### src/rtl/ibex_fp_pkg.sv
// Shared FP issue definitions: FPU opcodes, issue FSM states and the
// register-file geometry used by the issue stage and its scoreboard.
package ibex_fp_pkg;

  localparam int unsigned NUM_FP_REGS = 32;
  localparam int unsigned FP_ADDR_W   = 5;
  localparam int unsigned FLEN        = 32;

  typedef logic [FP_ADDR_W-1:0] fp_addr_t;

  typedef enum logic [3:0] {
    FPU_ADD,
    FPU_SUB,
    FPU_MUL,
    FPU_DIV,
    FPU_SQRT,
    FPU_MIN_MAX,
    FPU_FMADD,
    FPU_FMSUB,
    FPU_FNMADD,
    FPU_FNMSUB,
    FPU_SGNJ,
    FPU_CMP,
    FPU_CLASS,
    FPU_F2I,
    FPU_I2F,
    FPU_MV
  } fpu_op_e;

  typedef enum logic [1:0] {
    ISSUE_IDLE,
    ISSUE_HOLD,
    ISSUE_OUT
  } issue_state_e;

  // Instruction fields captured on the instruction-side handshake.
  typedef struct packed {
    fpu_op_e                     op;
    logic [2:0]                  rm;
    logic [2:0][FP_ADDR_W-1:0]   rs_addr;
    logic [2:0]                  rs_use;
    fp_addr_t                    rd;
    logic                        rd_is_int;
  } issue_instr_t;

  function automatic logic [NUM_FP_REGS-1:0] addr_onehot(input fp_addr_t addr);
    logic [NUM_FP_REGS-1:0] mask;
    mask       = '0;
    mask[addr] = 1'b1;
    return mask;
  endfunction

endpackage

### src/rtl/fpu_scoreboard.sv
// One pending bit per FP register: set when a result is in flight to the
// FPU, cleared when that register is written back. Set beats clear.
module fpu_scoreboard
  import ibex_fp_pkg::*;
(
  input  logic                   clk_i,
  input  logic                   rst_ni,
  input  logic                   set_valid_i,
  input  fp_addr_t               set_addr_i,
  input  logic                   clr_valid_i,
  input  fp_addr_t               clr_addr_i,
  output logic [NUM_FP_REGS-1:0] pending_o
);

  logic [NUM_FP_REGS-1:0] set_mask;
  logic [NUM_FP_REGS-1:0] clr_mask;

  // NOTE: every signal written in always_comb gets a default first, so no path leaves it unassigned and no latch is inferred.
  always_comb begin
    set_mask = '0;
    clr_mask = '0;
    if (set_valid_i) set_mask = addr_onehot(set_addr_i);
    if (clr_valid_i) clr_mask = addr_onehot(clr_addr_i);
  end

  // NOTE: state uses non-blocking assignments so all flops update together on the edge; every flop here is a plain register and is reset, there is no RAM array to leave unreset.
  always_ff @(posedge clk_i or negedge rst_ni) begin
    if (!rst_ni) begin
      pending_o <= '0;
    end else begin
      pending_o <= (pending_o & ~clr_mask) | set_mask;
    end
  end

endmodule

### src/rtl/fpu_issue_stage.sv
// FP issue stage: holds one instruction, stalls on register hazards,
// reads/bypasses operands and presents them to the FPU with valid/ready.
module fpu_issue_stage
  import ibex_fp_pkg::*;
(
  input  logic                       clk_i,
  input  logic                       rst_ni,

  input  logic                       instr_valid_i,
  output logic                       instr_ready_o,
  input  fpu_op_e                    fp_op_i,
  input  logic [2:0]                 rm_i,
  input  logic [2:0][FP_ADDR_W-1:0]  rs_addr_i,
  input  logic [2:0]                 rs_use_i,
  input  logic [FP_ADDR_W-1:0]       rd_addr_i,
  input  logic                       rd_is_int_i,

  output logic [2:0][FP_ADDR_W-1:0]  rf_raddr_o,
  input  logic [2:0][FLEN-1:0]       rf_rdata_i,

  input  logic                       wb_valid_i,
  input  logic [FP_ADDR_W-1:0]       wb_addr_i,
  input  logic [FLEN-1:0]            wb_data_i,

  output logic                       fpu_valid_o,
  input  logic                       fpu_ready_i,
  output fpu_op_e                    fp_op_o,
  output logic [2:0]                 rm_o,
  output logic [FLEN-1:0]            rs1_o,
  output logic [FLEN-1:0]            rs2_o,
  output logic [FLEN-1:0]            rs3_o,
  output logic [FP_ADDR_W-1:0]       rd_addr_o,
  output logic                       rd_is_int_o,

  input  logic                       flush_i,
  output logic                       busy_o
);

  issue_state_e           state_q, state_d;
  issue_instr_t           held_q;
  logic [NUM_FP_REGS-1:0] pending;
  logic [NUM_FP_REGS-1:0] pending_eff;
  logic [2:0][FLEN-1:0]   operand_d;
  logic                   hazard;
  logic                   accept;
  logic                   capture;
  logic                   fpu_hs;

  assign rf_raddr_o  = held_q.rs_addr;
  assign fpu_valid_o = (state_q == ISSUE_OUT);
  assign fpu_hs      = fpu_valid_o & fpu_ready_i & ~flush_i;
  assign busy_o      = (state_q != ISSUE_IDLE) | (|pending);

  // A register being written back this cycle no longer blocks its readers.
  always_comb begin
    pending_eff = pending;
    if (wb_valid_i) pending_eff = pending & ~addr_onehot(wb_addr_i);
    hazard = ~held_q.rd_is_int & pending_eff[held_q.rd];
    for (int i = 0; i < 3; i++) begin
      hazard = hazard | (held_q.rs_use[i] & pending_eff[held_q.rs_addr[i]]);
    end
  end

  always_comb begin
    for (int i = 0; i < 3; i++) begin
      operand_d[i] = '0;
      if (held_q.rs_use[i]) begin
        if (wb_valid_i && (wb_addr_i == held_q.rs_addr[i])) operand_d[i] = wb_data_i;
        else                                                 operand_d[i] = rf_rdata_i[i];
      end
    end
  end

  always_comb begin
    state_d       = state_q;
    instr_ready_o = (state_q == ISSUE_IDLE) | ((state_q == ISSUE_OUT) & fpu_ready_i);
    unique case (state_q)
      ISSUE_IDLE: if (instr_valid_i) state_d = ISSUE_HOLD;
      ISSUE_HOLD: if (!hazard) state_d = ISSUE_OUT;
      ISSUE_OUT:  if (fpu_ready_i) state_d = instr_valid_i ? ISSUE_HOLD : ISSUE_IDLE;
      default:    state_d = ISSUE_IDLE;
    endcase
    if (flush_i) state_d = ISSUE_IDLE;
  end

  assign accept  = instr_valid_i & instr_ready_o & ~flush_i;
  assign capture = (state_q == ISSUE_HOLD) & ~hazard & ~flush_i;

  always_ff @(posedge clk_i or negedge rst_ni) begin
    if (!rst_ni) begin
      state_q     <= ISSUE_IDLE;
      held_q      <= '0;
      fp_op_o     <= FPU_ADD;
      rm_o        <= '0;
      rs1_o       <= '0;
      rs2_o       <= '0;
      rs3_o       <= '0;
      rd_addr_o   <= '0;
      rd_is_int_o <= 1'b0;
    end else begin
      state_q <= state_d;
      if (accept) begin
        held_q <= '{op:        fp_op_i,
                    rm:        rm_i,
                    rs_addr:   rs_addr_i,
                    rs_use:    rs_use_i,
                    rd:        rd_addr_i,
                    rd_is_int: rd_is_int_i};
      end
      if (capture) begin
        fp_op_o     <= held_q.op;
        rm_o        <= held_q.rm;
        rs1_o       <= operand_d[0];
        rs2_o       <= operand_d[1];
        rs3_o       <= operand_d[2];
        rd_addr_o   <= held_q.rd;
        rd_is_int_o <= held_q.rd_is_int;
      end
    end
  end

  fpu_scoreboard u_scoreboard (
    .clk_i       (clk_i),
    .rst_ni      (rst_ni),
    .set_valid_i (fpu_hs & ~rd_is_int_o),
    .set_addr_i  (rd_addr_o),
    .clr_valid_i (wb_valid_i),
    .clr_addr_i  (wb_addr_i),
    .pending_o   (pending)
  );

endmodule

### config.mk
export PLATFORM = sky130hd
export DESIGN_NAME = fpu_issue_stage
export DESIGN_NICKNAME = d
export VERILOG_FILES = /design/src/rtl/ibex_fp_pkg.sv /design/src/rtl/fpu_scoreboard.sv /design/src/rtl/fpu_issue_stage.sv
export SDC_FILE = /design/constraint.sdc
export NUM_CORES = 1
export LEC_CHECK = 0
export ABC_CLOCK_PERIOD_IN_PS = 4019
export CAP_MARGIN = 15
export CORE_MARGIN = 1
export CORE_UTILIZATION = 50
export DETAILED_ROUTE_END_ITERATION = 6
export GPL_ROUTABILITY_DRIVEN = 0
export PLACE_DENSITY = 0.91
export SKIP_LAST_GASP = 1
export SLEW_MARGIN = 10
export SYNTH_ARGS = -nofsm -noshare
export SYNTH_HDL_FRONTEND = slang
export SYNTH_SLANG_ARGS = --single-unit
### constraint.sdc
create_clock -name clk_i -period 4.02 [get_ports clk_i]
set_clock_uncertainty 0.1 [all_clocks]
set_input_delay 1.005 -clock clk_i [delete_from_list [all_inputs] [get_ports clk_i]]
set_output_delay 1.005 -clock clk_i [all_outputs]
set_load 0.03 [all_outputs]
==> implementation parameters, run 1 <==
Parameter                              Value

Placement
  Number of placed instances, taps included    1,541
  Estimated wirelength of the detail-placed design    27.2 mm
  Count of input and output buffers    296
  Post-placement worst setup slack    -0.537 ns

CTS
  Depth of the CTS H-tree    4
  TritonCTS Buffers    17
  CTS Root Buffer Type    clkbuf_16
  Clock tree from TritonCTS    built
  Clock-pin transition on the worst setup and hold timing paths    0.07 ns
  Maximum buffer depth of the clock tree    2
  Total of hold buffers inserted after clock tree synthesis    0
  Clock network latency to the later pin of the worst-skew pair    0.43 ns
  Number of sinks on the clock net    around 170

Critical path
  Class of the most critical setup path    input pin to register
  Crit path buf inv count    5
  Crit. path cell count    13
  Worst-path fanout max    16
  Slowest cell on the critical path    clkdlybuf4s50_1
  Cells along the critical path    clkdlybuf4s50_1, buf_4, buf_4, nor2b_1, a21oi_1, o21ai_0, nand4_1, a31oi_1, nand4_1, nor3b_4, buf_12, buf_12, mux2_4
  Arrival time at the worst endpoint    4.25 ns
  Worst reg-to-reg path cell count    10
  Max incr delay on CP    0.62 ns
  Type of element capturing the critical path    register
  Required time of the worst setup path    between 4 and 5 ns
  Crit-path leading delay family    buffers and inverters
  Type of element launching the critical path    input pin

Die
  Starting Density    51.7%
  Floorplan die area    22,700 sq um
  Die extent in x    151 microns
  Die height    151 microns
  Standard cell core area    21,400 sq um
  Number of standard-cell rows in the floorplan    53
  Boundary Pins    297

Global routing
  Total gr overflow    0
  Number of antenna violations at the first check in global routing    1
  Maximum number of pins on one net before global-route repair    84
  Wire length of the first global-routing pass    55.3 mm
  Number of global-route vias before repair    9,784
  Combined global-route utilization of all metal layers    about a third

Logic synthesis
  Net count of the mapped netlist    approximately 1,100
  Flops & latches, synth    174
  Number of unique standard cell types used by synthesis    66
  Netlist area before placement    11,000 sq um
  Predominant post-synthesis flop cell    dfrtp_1
  Post-Synthesis Mean Instance Area    11.4 sq um
  Share of synthesized registers carrying an async set or reset    100%
  YS warnings    0
  Sequential element share of the synthesized area    39.5%
  Gate Count Post-Synth    970
  Number of enable flip-flop cells after synthesis    0

Run status
  Status    finished with violations
  Violated checks    DRC, setup timing

Detailed routing
  Vias per cell    6.14
  Number of vias after detailed routing    9,701
  Top routing layer in use    met4
  Met2 WL post-DR    17.6 mm
  Detailed-routing wirelength on met1    14.3 mm
  Number of routed nets with antenna violations    0
  Met3 WL post-DR    around 3.8 mm
  DRC viols    15
  Number of iterations in the first detailed-routing pass    7
  Violation count after the first detailed-route iteration    993
  Total Wirelength    roughly 37 mm
  Routed wirelength normalized by instance count    between 20 and 25 microns

Cells and area
  Share of the core filled with cells in the final layout    71.6%
  Area taken by multi-input logic gates    6100 sq um
  Fill cell instance count of the final layout    1,486
  Post-layout net count    ~1,500
  Sequential cell area    4350 sq um
  Synth-to-layout area growth    38.6%
  Proportion of layout cells with a drive suffix above 1    22.7%
  Final cell count without fillers    1,580

Power and ir drop
  Power Density    687 nW/um^2
  Worst supply voltage drop on vdd    approximately 440 uV
  Leakage power figure    6.23 nW

Timing
  Share of the clock period used by the worst path    101%
  Final setup fails    16
  Worst Tran Pin Value    0.796 ns
  Shortest period the worst path allows    4.04 ns
  Final worst-path setup slack    -0.0207 ns
  Final Hold Violating Endpoints    0
  Max Fclk    0.247 GHz
  Slew HR    47.0%
  Number of pins with negative max-slew slack in the final report    0

Min path
  Path type of the worst min-delay path    register to register
  Cell depth of the worst min-delay path    1

Run
  Max_cap viols    0
[what timing repair did]
item | CTS | global route
buffers inserted | 0 | 5
endpoints found under the setup margin | 107 | 107
pin swaps | 0 | 4
gates resized for setup | 4 | 12
cloned | 0 | 1
[cell usage after synthesis (12+ instances only)]
cell	number	area, sq um
clkbuf_1	30	113
nand3_1	16	80.1
dfrtp_1	174	4350
mux2_4	99	1490
mux2_2	43	484
nand2_1	27	101
nor2b_1	100	626
o21ai_0	67	335
mux2i_1	132	1320
nand2b_1	12	75.1
buf_4	16	120
buf_2	21	105
nor2_1	22	82.6
inv_1	13	48.8
[worst paths after layout]
path / start / endpoint / slack (ns)
min in group asynchronous: rst_ni / held_q[28]$_DFFE_PN0P_ / 0.51
worst min-delay path: held_q[24]$_DFFE_PN0P_ / held_q[24]$_DFFE_PN0P_ / 0.41
worst max-delay path: wb_addr_i[1] / rs2_o[5]$_DFFE_PN0P_ / -0.02
max in group asynchronous: rst_ni / rs2_o[17]$_DFFE_PN0P_ / 2.45
worst max register to register: rf_raddr_o[11]$_DFFE_PN0P_ / rs2_o[5]$_DFFE_PN0P_ / 0.62
worst min register to register: held_q[24]$_DFFE_PN0P_ / held_q[24]$_DFFE_PN0P_ / 0.41
[stage by stage]
stage               setup TNS [ns]  total power [W]  area, sq um  hold slack, ns
floorplan                        0          0.00650        11000           0.377
global placement            -49.98          0.00858        14600           0.383
detailed placement          -55.86          0.00873        14600           0.396
CTS                              0           0.0104        15200           0.413
global route                -0.164           0.0109        15300           0.424
finish                      -0.100           0.0105        15300           0.412
[where the power goes]
group	switching, W	internal (W)
registers	0.000772	0.00244
clock network	0.000791	0.000844
logic	0.00285	0.00280
total	0.00442	0.00608
[cell type report]
type / instances / area share, %
Antenna cell: 1 / 0.0164
Clock buffer: 18 / 2.87
Clock inverter: 14 / 0.917
Inverter: 13 / 0.319
Multi-Input combinational cell: 697 / 39.9
Sequential cell: 174 / 28.5
Tap cell: 275 / 2.25
Timing Repair Buffer: 388 / 25.3
[routing by layer]
metal / GRT usage (%) / vias to the layer above
met3: 7.70 / 186
met5: 0 / -
met2: 53.2 / 707
met4: 14.9 / 0
li1: - / 4161
met1: 41.6 / 4647
[cells in the final DEF, fill, tap and decap left out, types with 4 or more instances in the layout]
cell type and n:
a21oi_1 10, a311oi_1 11, a31oi_1 11, and4b_1 4, buf_12 14, buf_4 76
clkbuf_16 18, clkdlybuf4s50_1 290, dfrtp_1 174, dlymetal6s2s_1 4, inv_1 13, inv_6 6
mux2_2 43, mux2_4 99, mux2i_1 132, mux4_2 6, nand2_1 27, nand2b_1 12
nand3_1 16, nand3b_1 7, nand4_1 5, nand4b_1 5, nor2_1 22, nor2b_1 100
nor3_1 11, nor3b_1 4, nor4_1 9, o2111ai_1 6, o211ai_1 10, o21ai_0 66
o21ai_1 6, o21ai_2 5, or3_1 5, xnor2_1 6, xor2_1 8
[registers in the layout, summed over array words and instances (netlist names)]
name,cells
rf_raddr_o,15
rm_o,3
rd_is_int_o,1
rs2_o,32
rd_addr_o,5
fp_op_o,4
rs3_o,32
u_scoreboard.pending_o,32
held_q,16
state_q,2
rs1_o,32
[logic make-up after synthesis]
group,count (synthesis),share of synthesized area [%]
simple gates,246,13.4
compound gates,156,9.05
buf+inv,99,5.84
flops,174,39.5
mux,280,31.1
xor+xnor,15,1.19
Note: power is estimated with default switching activity, not from simulation.
==> run 2: changes to the inputs <==
- ABC_AREA: unset -> 1
- CORE_UTILIZATION: 50 -> 48
- PLACE_DENSITY: 0.91 -> 0.9
==> implementation parameters, run 2 <==
Parameter                              Value

Global routing
  Met2 usage    55.3%
  Busiest grt layer    met2
  Wire length of the first global-routing pass    approximately 62 mm
  GR Util met1    45.3%
  Combined global-route utilization of all metal layers    37.0%
  Number of global-route vias before repair    11,500
  Total gr overflow    0
  Number of antenna violations at the first check in global routing    2
  Maximum number of pins on one net before global-route repair    between 80 and 90
  Global routing usage on met3    ~14%

Logic synthesis
  Top cells by area in the synthesized netlist    dfrtp_1 (43%), nand3_1 (18%), nand2_1 (12%), o21ai_0 (6.4%), a21oi_1 (4.4%)
  Net count of the mapped netlist    about 1,600
  Netlist area before placement    10,100 sq um
  Number of enable flip-flop cells after synthesis    0
  Gate Count Post-Synth    roughly 1,400
  Commonest cells in the synthesized netlist    nand3_1 (359), nand2_1 (323), dfrtp_1 (174), o21ai_0 (129), nor2_1 (94)
  Share of synthesized registers carrying an async set or reset    100%
  Cell taking the most area after synthesis    dfrtp_1
  Number of unique standard cell types used by synthesis    30
  Post-synth top area share    43.3%
  Most repeated cell in the gate-level netlist after synthesis    nand3_1
  Predominant post-synthesis flop cell    dfrtp_1
  Post-Synthesis Mean Instance Area    7.08 sq um
  YS warnings    0
  Flops & latches, synth    174
  Sequential element share of the synthesized area    43.3%

Detailed routing
  Number of routed nets with antenna violations    0
  Vias per cell    6.11
  Violation count after the first detailed-route iteration    2,056
  Routed wirelength normalized by instance count    20.2 microns
  Total Wirelength    between 30 and 40 mm
  Number of iterations in the first detailed-routing pass    7
  DRC viols    212
  Number of vias after detailed routing    11,900

Die
  Die extent in x    147 microns
  Number of standard-cell rows in the floorplan    between 50 and 60
  Floorplan die area    21,600 sq um
  Starting Density    approximately 49%
  Boundary Pins    around 300
  Standard cell core area    ~20,000 sq um
  Die height    147 microns

Placement
  Number of placed instances, taps included    approximately 1,900
  Estimated wirelength of the detail-placed design    26.9 mm
  Count of input and output buffers    296

Timing
  Slew HR    43.8%
  Setup TNS Final    0 ns
  Number of pins with negative max-slew slack in the final report    0
  Shortest period the worst path allows    3.73 ns
  Max Fclk    about 0.27 GHz
  Worst Tran Pin Value    0.842 ns
  RSZ-0062 raised after global routing    false
  Final setup fails    0
  Final Hold Violating Endpoints    0
  Share of the clock period used by the worst path    92.8%

Power and ir drop
  Power share of the clock group    between 10% and 20%
  Switching power total    0.00452 W
  Sw frac    48.1%
  Worst supply voltage drop on vdd    440 uV
  Share of power burned in combinational logic    51.9%
  Leakage power figure    between 6 and 7 nW
  Register share of total power    a little under a third
  Power Density    677 nW/um^2
  Internal cell power    0.00488 W

Cells and area
  Proportion of layout cells with a drive suffix above 1    5.71%
  Most common cell after layout, fill and taps aside    nand3_1
  Synth-to-layout area growth    37.8%
  Commonest cells after routing, fill and taps aside    nand3_1 (357), nand2_1 (322), clkdlybuf4s50_1 (295)
  Share of the core filled with cells in the final layout    68.1%
  Post-layout net count    1,839
  Final cell count without fillers    1,954

Critical path
  Critical path origin    u_scoreboard.pending_o[12]$_DFF_PN0_
  Worst-path fanout max    6
  Termination of the worst setup path    busy_o
  Flop-to-flop setup slack    0.83 ns
  Class of the most critical setup path    register to output pin
  Terminus of the critical flop-to-flop path    rs2_o[28]$_DFFE_PN0P_
  Type of element launching the critical path    register
  R2R Path Start    rf_raddr_o[10]$_DFFE_PN0P_
  Worst reg-to-reg path cell count    14
  Type of element capturing the critical path    output pin
  Required time of the worst setup path    2.91 ns
  Arrival time at the worst endpoint    2.62 ns

Run status
  Violated checks    DRC
  Status    finished with violations

CTS
  Clock-pin transition on the worst setup and hold timing paths    0.08 ns
  CTS Root Buffer Type    clkbuf_16
  Buffer count from post-CTS setup fixing    0
  TritonCTS Buffers    17
  Clock network latency to the later pin of the worst-skew pair    0.45 ns
  Maximum buffer depth of the clock tree    2
  Post-CTS sizing    0
  Depth of the CTS H-tree    4
  Total of hold buffers inserted after clock tree synthesis    0
  Number of sinks on the clock net    approximately 170
  Clock tree from TritonCTS    built

Run
  Max_cap viols    0

Min path
  Path type of the worst min-delay path    register to register
[run 2: cell types whose count changed after synthesis, moves of 62 or more]
cell,before,now
mux2i_1,132,0
mux2_4,99,0
nand2_1,27,323
nand3_1,16,359
o21ai_0,67,129
nor2_1,22,94
inv_1,13,92
nor2b_1,100,0
a21oi_1,10,89
[run 2: cells by family (layout without fill, tap and decap cells)]
| logic type | Yosys count | count (layout) | synth area share, % |
|---|---|---|---|
| AOI/OAI and AO/OA | 233 | 233 | 12.0 |
| xor gates and xnor gates | 3 | 3 | 0.261 |
| buffers and inverters | 207 | 467 | 8.64 |
| DFF | 174 | 174 | 43.3 |
| muxes | 10 | 10 | 1.12 |
| other | 0 | 2 | 0 |
| and+or+nand+nor | 795 | 795 | 34.8 |
[run 2: worst min path at each step]
stage                                      start                      to  cells past startpoint
final                      rs1_o[31]$_DFFE_PN0P_   rs1_o[31]$_DFFE_PN0P_                      2
after global routing       rs2_o[22]$_DFFE_PN0P_   rs2_o[22]$_DFFE_PN0P_                      2
after CTS                  rs1_o[31]$_DFFE_PN0P_   rs1_o[31]$_DFFE_PN0P_                      2
after detailed placement    rs1_o[8]$_DFFE_PN0P_    rs1_o[8]$_DFFE_PN0P_                      2
after global placement      rs3_o[7]$_DFFE_PN0P_    rs3_o[7]$_DFFE_PN0P_                      2
after floorplan           held_q[27]$_DFFE_PN0P_  fp_op_o[0]$_DFFE_PN0P_                      2
[run 2: cell type report]
type                            instances  area (sq um)
Antenna cell                            2          5.00
Timing Repair Buffer                  333          3330
Tap cell                              270           338
Sequential cell                       174          4350
Clock inverter                         14           150
Inverter                              102           384
Clock buffer                           18           429
Multi-Input combinational cell       1041          4880
Fill cell                            1612          6490
[run 2: routing by layer]
metal,vias to the layer above,share of wire (%)
met5,-,0
met1,5398,35
li1,5239,-
met3,303,13
met4,0,7.6
met2,999,44
[run 2: power by group through the flow]
stage | Sequential, W | Combinational [W] | Clock [W]
2_1_floorplan | 0.00336 | 0.00216 | 0
3_3_place_gp | 0.00283 | 0.00469 | 0
3_5_place_dp | 0.00283 | 0.00475 | 0
4_1_cts | 0.00283 | 0.00477 | 0.00166
5_1_grt | 0.00291 | 0.00517 | 0.00173
6_report | 0.00287 | 0.00488 | 0.00165
[run 2: worst max-delay path: stages (launching register included)]
cell	delay (ns)
dfrtp_1	0.44
or4_1	0.59
nor4_1	0.29
nand4_1	0.21
clkdlybuf4s50_1	0.64
[run 2: metrics by stage]
step                      hold WS (ns)  total power (W)  setup slack (ns)  cell area (sq um)
after floorplan                  0.370          0.00552              1.08              10100
after global placement           0.352          0.00751             0.154              13300
after detailed placement         0.358          0.00759             0.110              13300
after CTS                        0.376          0.00925             0.354              13900
after global routing             0.393          0.00981             0.138              13900
final                            0.373          0.00939             0.290              13900
